--- src/rtl/cond_pkg.sv ---
// cond_pkg: condition codes, NZCV bit positions and flag write-enable bit positions
package cond_pkg;
    typedef enum logic [3:0] {
        EQ, NE, CS, CC, MI, PL, VS, VC, HI, LS, GE, LT, GT, LE, AL, NV
    } cond_e;
    localparam int FLAG_N = 3;
    localparam int FLAG_Z = 2;
    localparam int FLAG_C = 1;
    localparam int FLAG_V = 0;
    localparam int FWE_NZ = 1;
    localparam int FWE_CV = 0;
endpackage

--- src/rtl/cond_eval.sv ---
// cond_eval: combinational decode of a 4-bit condition against NZCV flags
module cond_eval
    import cond_pkg::*;
(
    input  logic [3:0] cond,
    input  logic [3:0] flags,
    output logic       ex,
    output logic       undef
);
    logic n, z, c, v, base;
    always_comb begin
        n = flags[FLAG_N];
        z = flags[FLAG_Z];
        c = flags[FLAG_C];
        v = flags[FLAG_V];
        case (cond[3:1])
            3'd0:    base = z;
            3'd1:    base = c;
            3'd2:    base = n;
            3'd3:    base = v;
            3'd4:    base = c & ~z;
            3'd5:    base = n == v;
            3'd6:    base = ~z & (n == v);
            default: base = 1'b1;
        endcase
        // odd codes invert their even partner, except the AL/NV pair
        undef = cond == NV;
        ex    = undef ? 1'b0 : base ^ (cond[0] & (cond[3:1] != 3'd7));
    end
endmodule

--- src/rtl/cond_unit.sv ---
// cond_unit: NZCV flag sets, gated flag writes, condition evaluation and predication counter
module cond_unit
    import cond_pkg::*;
#(
    parameter  int NUM_FLAGSETS = 2,
    parameter  int PRED_DEPTH   = 4,
    localparam int SW = (NUM_FLAGSETS > 1) ? $clog2(NUM_FLAGSETS) : 1,
    localparam int LW = $clog2(PRED_DEPTH + 1)
) (
    input  logic          clk,
    input  logic          rst_n,
    input  logic          en,
    input  logic [3:0]    cond,
    input  logic [SW-1:0] sel_set,
    input  logic [3:0]    alu_flags,
    input  logic [1:0]    flag_we,
    input  logic          pred_start,
    input  logic [LW-1:0] pred_len,
    input  logic [3:0]    pred_cond,
    output logic          cond_ex,
    output logic          cond_undef,
    output logic [3:0]    flags_out,
    output logic          pred_active,
    output logic          cond_ex_q
);
    localparam logic [SW:0]   NSETS   = (SW + 1)'(NUM_FLAGSETS);
    localparam logic [LW-1:0] MAX_LEN = LW'(PRED_DEPTH);

    logic [3:0]    flags_q [NUM_FLAGSETS];
    logic [3:0]    flags_d [NUM_FLAGSETS];
    logic [LW-1:0] cnt_q, cnt_d;
    logic [3:0]    pred_cond_q, pred_cond_d;
    logic          cond_ex_d;
    logic          sel_ok, start_ok;
    logic [3:0]    eff;

    assign sel_ok      = {1'b0, sel_set} < NSETS;
    assign flags_out   = sel_ok ? flags_q[sel_set] : 4'b0000;
    assign pred_active = cnt_q != '0;
    assign eff         = pred_active ? pred_cond_q : cond;
    assign start_ok    = pred_start & (pred_len != '0) & (pred_len <= MAX_LEN);

    cond_eval u_eval (
        .cond  (eff),
        .flags (flags_out),
        .ex    (cond_ex),
        .undef (cond_undef)
    );

    always_comb begin
        flags_d = flags_q;
        if (en && cond_ex && sel_ok) begin
            if (flag_we[FWE_NZ]) begin
                flags_d[sel_set][FLAG_N] = alu_flags[FLAG_N];
                flags_d[sel_set][FLAG_Z] = alu_flags[FLAG_Z];
            end
            if (flag_we[FWE_CV]) begin
                flags_d[sel_set][FLAG_C] = alu_flags[FLAG_C];
                flags_d[sel_set][FLAG_V] = alu_flags[FLAG_V];
            end
        end
        cnt_d       = !en ? cnt_q : start_ok ? pred_len : pred_active ? cnt_q - 1'b1 : cnt_q;
        pred_cond_d = (en && start_ok) ? pred_cond : pred_cond_q;
        cond_ex_d   = en ? cond_ex : cond_ex_q;
    end

    always_ff @(posedge clk or negedge rst_n) begin
        if (!rst_n) begin
            flags_q     <= '{default: '0};
            cnt_q       <= '0;
            pred_cond_q <= AL;
            cond_ex_q   <= 1'b0;
        end else begin
            flags_q     <= flags_d;
            cnt_q       <= cnt_d;
            pred_cond_q <= pred_cond_d;
            cond_ex_q   <= cond_ex_d;
        end
    end
endmodule
--- config.mk ---
export PLATFORM = sky130hd
export DESIGN_NAME = cond_unit
export DESIGN_NICKNAME = d
export VERILOG_FILES = /design/src/rtl/cond_pkg.sv /design/src/rtl/cond_eval.sv /design/src/rtl/cond_unit.sv
export SDC_FILE = /design/constraint.sdc
export NUM_CORES = 1
export LEC_CHECK = 0
export ABC_AREA = 1
export CAP_MARGIN = 20
export CELL_PAD_IN_SITES_DETAIL_PLACEMENT = 0
export CELL_PAD_IN_SITES_GLOBAL_PLACEMENT = 2
export CORE_ASPECT_RATIO = 1.2
export CORE_MARGIN = 5
export CORE_UTILIZATION = 23
export DETAILED_ROUTE_END_ITERATION = 10
export MAX_ROUTING_LAYER = met4
export PLACE_DENSITY = 0.71
export REMOVE_ABC_BUFFERS = 1
export SLEW_MARGIN = 10
export SYNTH_ARGS = -nofsm -noshare
export SYNTH_HDL_FRONTEND = slang
export SYNTH_SLANG_ARGS = --single-unit
--- constraint.sdc ---
create_clock -name clk -period 1.9 [get_ports clk]
set_input_delay 0.38 -clock clk [delete_from_list [all_inputs] [get_ports clk]]
set_output_delay 0.38 -clock clk [all_outputs]
set_load 0.01 [all_outputs]
# [Word-level counts from Yosys, hierarchy flattened]
# Index checks and enable logic that the tools add are counted.
[word_totals] regBits=16 inputBits=22 output_inout_bits=8 elab_cells=57
[op_classes] add_sub_neg=1 order_cmp=3 eq_ne=9 n_mux=23 n_bitwise=8 n_reduce_logical=8
[ops] operator="8-bit bitwise mux" n=4
[ops] operator="8-bit 2-to-1 mux" n=3
[ops] operator="4-bit 2-to-1 mux" n=5
[ops] operator="4-bit demux with 1-bit select" n=4
[ops] operator="3-bit == test (second input constant)" n=3
[ops] operator="3-bit 2-to-1 mux" n=3
[ops] operator="1-bit one-hot mux with 7 select lines" n=1
[ops] operator="3-bit by 2-bit == test with 1-bit output (second input constant)" n=2
[ops] operator="3-bit nonzero test" n=2
[ops] operator="1-bit AND" n=5
[ops] operator="4-bit == test (second input constant)" n=1
[ops] operator="3-bit by 1-bit == test with 1-bit output (second input constant)" n=1
[ops] operator="3-bit less-or-equal comparator (second input constant)" n=1
[ops] operator="1-bit logical AND" n=3
[ops] operator="3-bit logical NOT" n=1
[ops] operator="3-bit != test (second input constant)" n=1
[ops] operator="3-bit by 1-bit subtractor with 3-bit output (second input constant)" n=1
[ops] operator="2-bit >= comparator (second input constant)" n=1
[ops] operator="2-bit by 1-bit less-than comparator with 1-bit output (second input constant)" n=1
[ops] operator="1-bit 2-to-1 mux" n=2
[ops] operator="2-bit 2-to-1 mux" n=1
[ops] operator="1-bit inverter with 2-bit output" n=1
[ops] operator="2-bit AND reduction" n=1
[ops] operator="2-bit nonzero test" n=1
[ops] operator="other kinds (3)" n=3

# [Longest topological paths before layout]
[depth] depth_word=14 ltp_mapped=16 ltp_nobuf=16

# [Cells and area by module]
# From an unflattened synthesis, not the netlist that was laid out.
[unflattened] cells_unflattened=147 hier_area_um2=1018.5
[by_module_without_submodules] module="cond_unit" n_inst=1 cells_per_inst=115 area_each_um2=883.3 seq_area_each_um2=404.1
[by_module_without_submodules] module="cond_eval" n_inst=1 cells_per_inst=32 area_each_um2=135.1 seq_area_each_um2=0.0

# [Worst setup path after synthesis]
# No wires, ideal clock.
[synth_timing] kind="register -> output" startpoint="reg cnt_q[0]" endpoint="out cond_ex" arrival_ps=1568 required_time_ps=1520 slack_ps=-48 path_stages_with_launch=15 cell_sequence="dfrtp_1 > inv_1 > ha_1 > nand2_4 > nand2_4 > nand2_4 > nor2_2 > nand2_1 > nand2_1 > nand2_1 > nand2_2 > nand2_1 > nand2_2 > nand2_4 > buf_8"
[synth_via] elab_chain_cells=6 elab_cells_between_ends=15
[synth_lines] item="start: declaration" line_no="cond_unit.sv:31" rtl="logic [LW-1:0] cnt_q, cnt_d;"
[synth_lines] item="start signal: assignment" line_no="cond_unit.sv:75" rtl="cnt_q <= cnt_d;"
[synth_lines] item="3-bit nonzero test *" line_no="cond_unit.sv:39" rtl="assign pred_active = cnt_q != '0;"
[synth_lines] item="net pred_active" line_no="cond_unit.sv:23" rtl="output logic pred_active,"
[synth_lines] item="4-bit 2-to-1 mux *" line_no="cond_unit.sv:40" rtl="assign eff = pred_active ? pred_cond_q : cond;"
[synth_lines] item="3-bit == test, or another cell as far along" line_no="cond_eval.sv:16" rtl="case (cond[3:1])"
[synth_lines] item="1-bit one-hot mux with 7 select lines or 1-bit AND (tied branches)" line_no="cond_eval.sv:16, cond_eval.sv:28"
[synth_lines] item="1-bit XOR" line_no="cond_eval.sv:28" rtl="ex = undef ? 1'b0 : base ^ (cond[0] & (cond[3:1] != 3'd7));"
[synth_lines] item="1-bit 2-to-1 mux *" line_no="cond_eval.sv:28"
[synth_lines] item="end: declaration" line_no="cond_unit.sv:20" rtl="output logic cond_ex,"
# The timed path passes the listed nets; every way through them passes the cells marked *.

# [Worst setup path after layout]
[layout_timing] startpoint="reg cnt_q[0]" endpoint="out cond_ex"
[layout_via] elab_chain_cells=6 elab_cells_between_ends=15
[layout_lines] item="3-bit nonzero test *" line_no="cond_unit.sv:39"
[layout_lines] item="4-bit 2-to-1 mux *" line_no="cond_unit.sv:40"
[layout_lines] item="3-bit == test, or another cell as far along" line_no="cond_eval.sv:16"
[layout_lines] item="1-bit one-hot mux with 7 select lines or 1-bit AND (tied branches)" line_no="cond_eval.sv:16, cond_eval.sv:28"
[layout_lines] item="1-bit XOR" line_no="cond_eval.sv:28"
[layout_lines] item="1-bit 2-to-1 mux *" line_no="cond_eval.sv:28"
# Every way passes the cells marked *; elsewhere a longest branch is shown, timed or not.

==> run_results.csv <==
group,metric,value,unit
sta,rsz0062_at_grt,"true",
global_routing,grt.total_usage,0.112,
clock_network,clock_sinks,16,
synth,yosys_register_bits,16,
synth,yosysWarnings,0,
pwr,p_sw,1140,uW
synth,synth_top_area_frac,0.281,
sta,setup_violations,11,
clock_network,ctsHtreeMaxLevel,1,
routing,drc,0,
setup_path,crit_type,"reg -> out",
sta,period_share,1.14,
floorplan,core,4900,um^2
routing,post_drt_wl_per_cell,11.0,um
pwr,comb_power_share,0.709,
floorplan,chipWidth,74.7,um
finish,final_common_cell,"nand2_1",
clock_network,numCtsBuffers,3,
sta,max_freq,463,MHz
finish,utilization,0.376,
routing,ant_nets,0,
synth,synth_area_per_cell,6.96,um^2
finish,syn2layout_area_growth,59.3,%
floorplan,die_y,87.7,um
pwr,power.leakage,0.000956,uW
finish,final_cell_mix,"nand2_1, buf_4, inv_1, clkdlybuf4s50_1, dfrtp_1",
finish,drive_gt1_frac,0.316,
place,hpwl,2.52,mm
pwr,p_int,1730,uW
sta,fin_skew,0.00370,ns
synth,syn-cell-area,1160,um^2
status,run_status,"finished with violations",
routing,dr.pass1.iters,6,
sta,fin_crit,2.16,ns
synth,yosys.cell_types.count,26,
global_routing,grt_pass1_wl,5.58,mm
pwr,switching_share,0.398,
setup_path,crit_required,1.52,ns
global_routing,grt_max_degree,17,
finish,finalNetCount,250,
place,place_area,1660,um^2
floorplan,die_area,6550,um^2
pwr,pwr_density_cell,1560,nW/um^2
routing,vias,1197,
clock_network,clk_pin_slew,0.07,ns
setup_path,worstPathMaxFanout,7,
global_routing,grt_antenna_before_repair,0,
pwr,peakVddDrop,0.588,mV
synth,synthCells,166,
routing,routed_wl,3.12,mm
sta,hold_violations,0,
synth,synth_top_cells_by_area,"dfrtp_1, nand2_1, inv_1",
pwr,power,2870,uW
pwr,clkPwrFrac,0.092,
global_routing,met3_usage,0.0103,
clock_network,clockRootBuffer,"clkbuf_8",
finish,finalNonFillerCells,285,
floorplan,rows,28,
clock_network,holdBufCountCts,0,
sta,final_max_slew_viol_count,0,
floorplan,ioPinCount,30,
global_routing,grt_use_met2,0.199,
setup_path,arrival,1.78,ns
place,portBuffers,29,
setup_path,endpoint_kind,"primary output",
sta,worst_pin_slew,0.318,ns
routing,viasPerCell,4.20,
hold_path,hold_class,"in -> async",
global_routing,top_usage_layer,"met2",
floorplan,start_util,0.236,
clock_network,cts_tree,"yes",
finish,antenna_cells,0,
place,place.gp.congestion,0.765,
flow_run,drv_cap,0,
clock_network,clk_latency,0.25,ns
setup_path,r2r_setup_slack,-0.15,ns
synth,yosys.area.top_type,"dfrtp_1",
status,violations,"negative setup slack",
finish,fin_area,1840,um^2
global_routing,grt_use_met1,0.128,
sta,max_slew_margin,0.786,
synth,yosysSeqAreaShare,0.350,
routing,first_iter_violations,35,
global_routing,grt_pass1_vias,1279,
place,dp_cells,275,
setup_path,start_kind,"register",
sta,fin_ws,-0.262,ns
pwr,seqPwrFrac,0.200,
global_routing,grt.overflow.total,0,
clock_network,cts_buffer_depth,2,
-- kinds of logic after synthesis --
| group | Yosys count | share of synthesized area |
|---|---|---|
| AO/OA/AOI/OAI | 16 | 0.0812 |
| adder cells (fa/ha/maj) | 2 | 0.0216 |
| multiplexers | 2 | 0.0195 |
| buffers and inverters | 33 | 0.124 |
| AND/OR/NAND/NOR | 96 | 0.396 |
| XOR/XNOR | 1 | 0.00758 |
| flip-flops | 16 | 0.350 |
-- worst max-delay path: stages (launching register included) --
cell and delay [ns]:
dfrtp_1 0.38, inv_2 0.08, ha_4 0.18, nand2_8 0.08
nand2_1 0.06, o21a_1 0.17, o21ai_1 0.08, nand2_1 0.07
nand2_1 0.06, nand2_2 0.08, nand2_2 0.05, nand2_2 0.07
nand2_4 0.05, buf_6 0.11
-- registers in the layout, summed over array words and instances (netlist names) --
| name | cells |
|---|---|
| cond_ex_q | 1 |
| pred_cond_q | 4 |
| cnt_q | 3 |
| flags_q | 8 |
-- path summary, 6_finish.rpt --
| path | startpoint | endpoint | cells after the start |
|---|---|---|---|
| min in group clk | cond_ex_q$_DFFE_PN0P_ | cond_ex_q$_DFFE_PN0P_ | 2 |
| setup reg to reg | cnt_q[0]$_DFFE_PN0P_ | flags_q[2]$_DFFE_PN0P_ | 16 |
| setup / recovery | cnt_q[0]$_DFFE_PN0P_ | cond_ex | 13 |
| hold / removal | rst_n | cnt_q[0]$_DFFE_PN0P_ | 2 |
| max in group asynchronous | rst_n | pred_cond_q[2]$_DFFE_PN1P_ | 2 |
| hold reg to reg | cond_ex_q$_DFFE_PN0P_ | cond_ex_q$_DFFE_PN0P_ | 2 |
-- per-layer routing --
metal	routed length [um]	vias up	share of wire
met1	1360	538	0.44
met3	60	2	0.019
met4	47	0	0.015
met2	1650	17	0.53
li1	-	640	-
met5	0	-	0
-- area by class of cell --
type	instances	area (um^2)
clock buffers	4	45.0
fillers	548	3060
inverters	30	113
multi-input cells	117	678
flip-flops and latches	16	404
well taps	60	75.1
repair buffers	58	527
-- through the flow --
stage	setup TNS, ns	hold slack, ns	worst slack (ns)
detailed placement	-5.85	0.475	-0.799
CTS	-1.72	0.455	-0.284
global placement	-5.38	0.460	-0.770
global route	-3.37	0.478	-0.423
floorplan	0	0.0844	0.0483
finish	-1.49	0.451	-0.262
-- cells in the mapped netlist (all sizes together) --
cell    number
dfstp        3
inv         29
nor2         8
o21ai       12
xnor2        1
nand4        8
or2          1
ha           2
buf          3
a21oi        2
dfrtp       13
nand3       12
mux2         2
o21a         1
clkinv       1
nand2       67
a31oi        1
-- timing repair --
action,CTS,global route
setup buffers,3,1
resized for setup,36,1
gates cloned,2,0
setup endpoints to repair,16,12
pin swaps,5,4
-- power groups by stage --
stage	Combinational, uW	Clock (uW)	Sequential, uW
2_1_floorplan	867	0	555
3_3_place_gp	1540	0	569
3_5_place_dp	1550	0	573
4_1_cts	2050	273	576
5_1_grt	2260	286	597
6_report	2030	263	572
No activity file was read; power rests on OpenSTA's default activity.
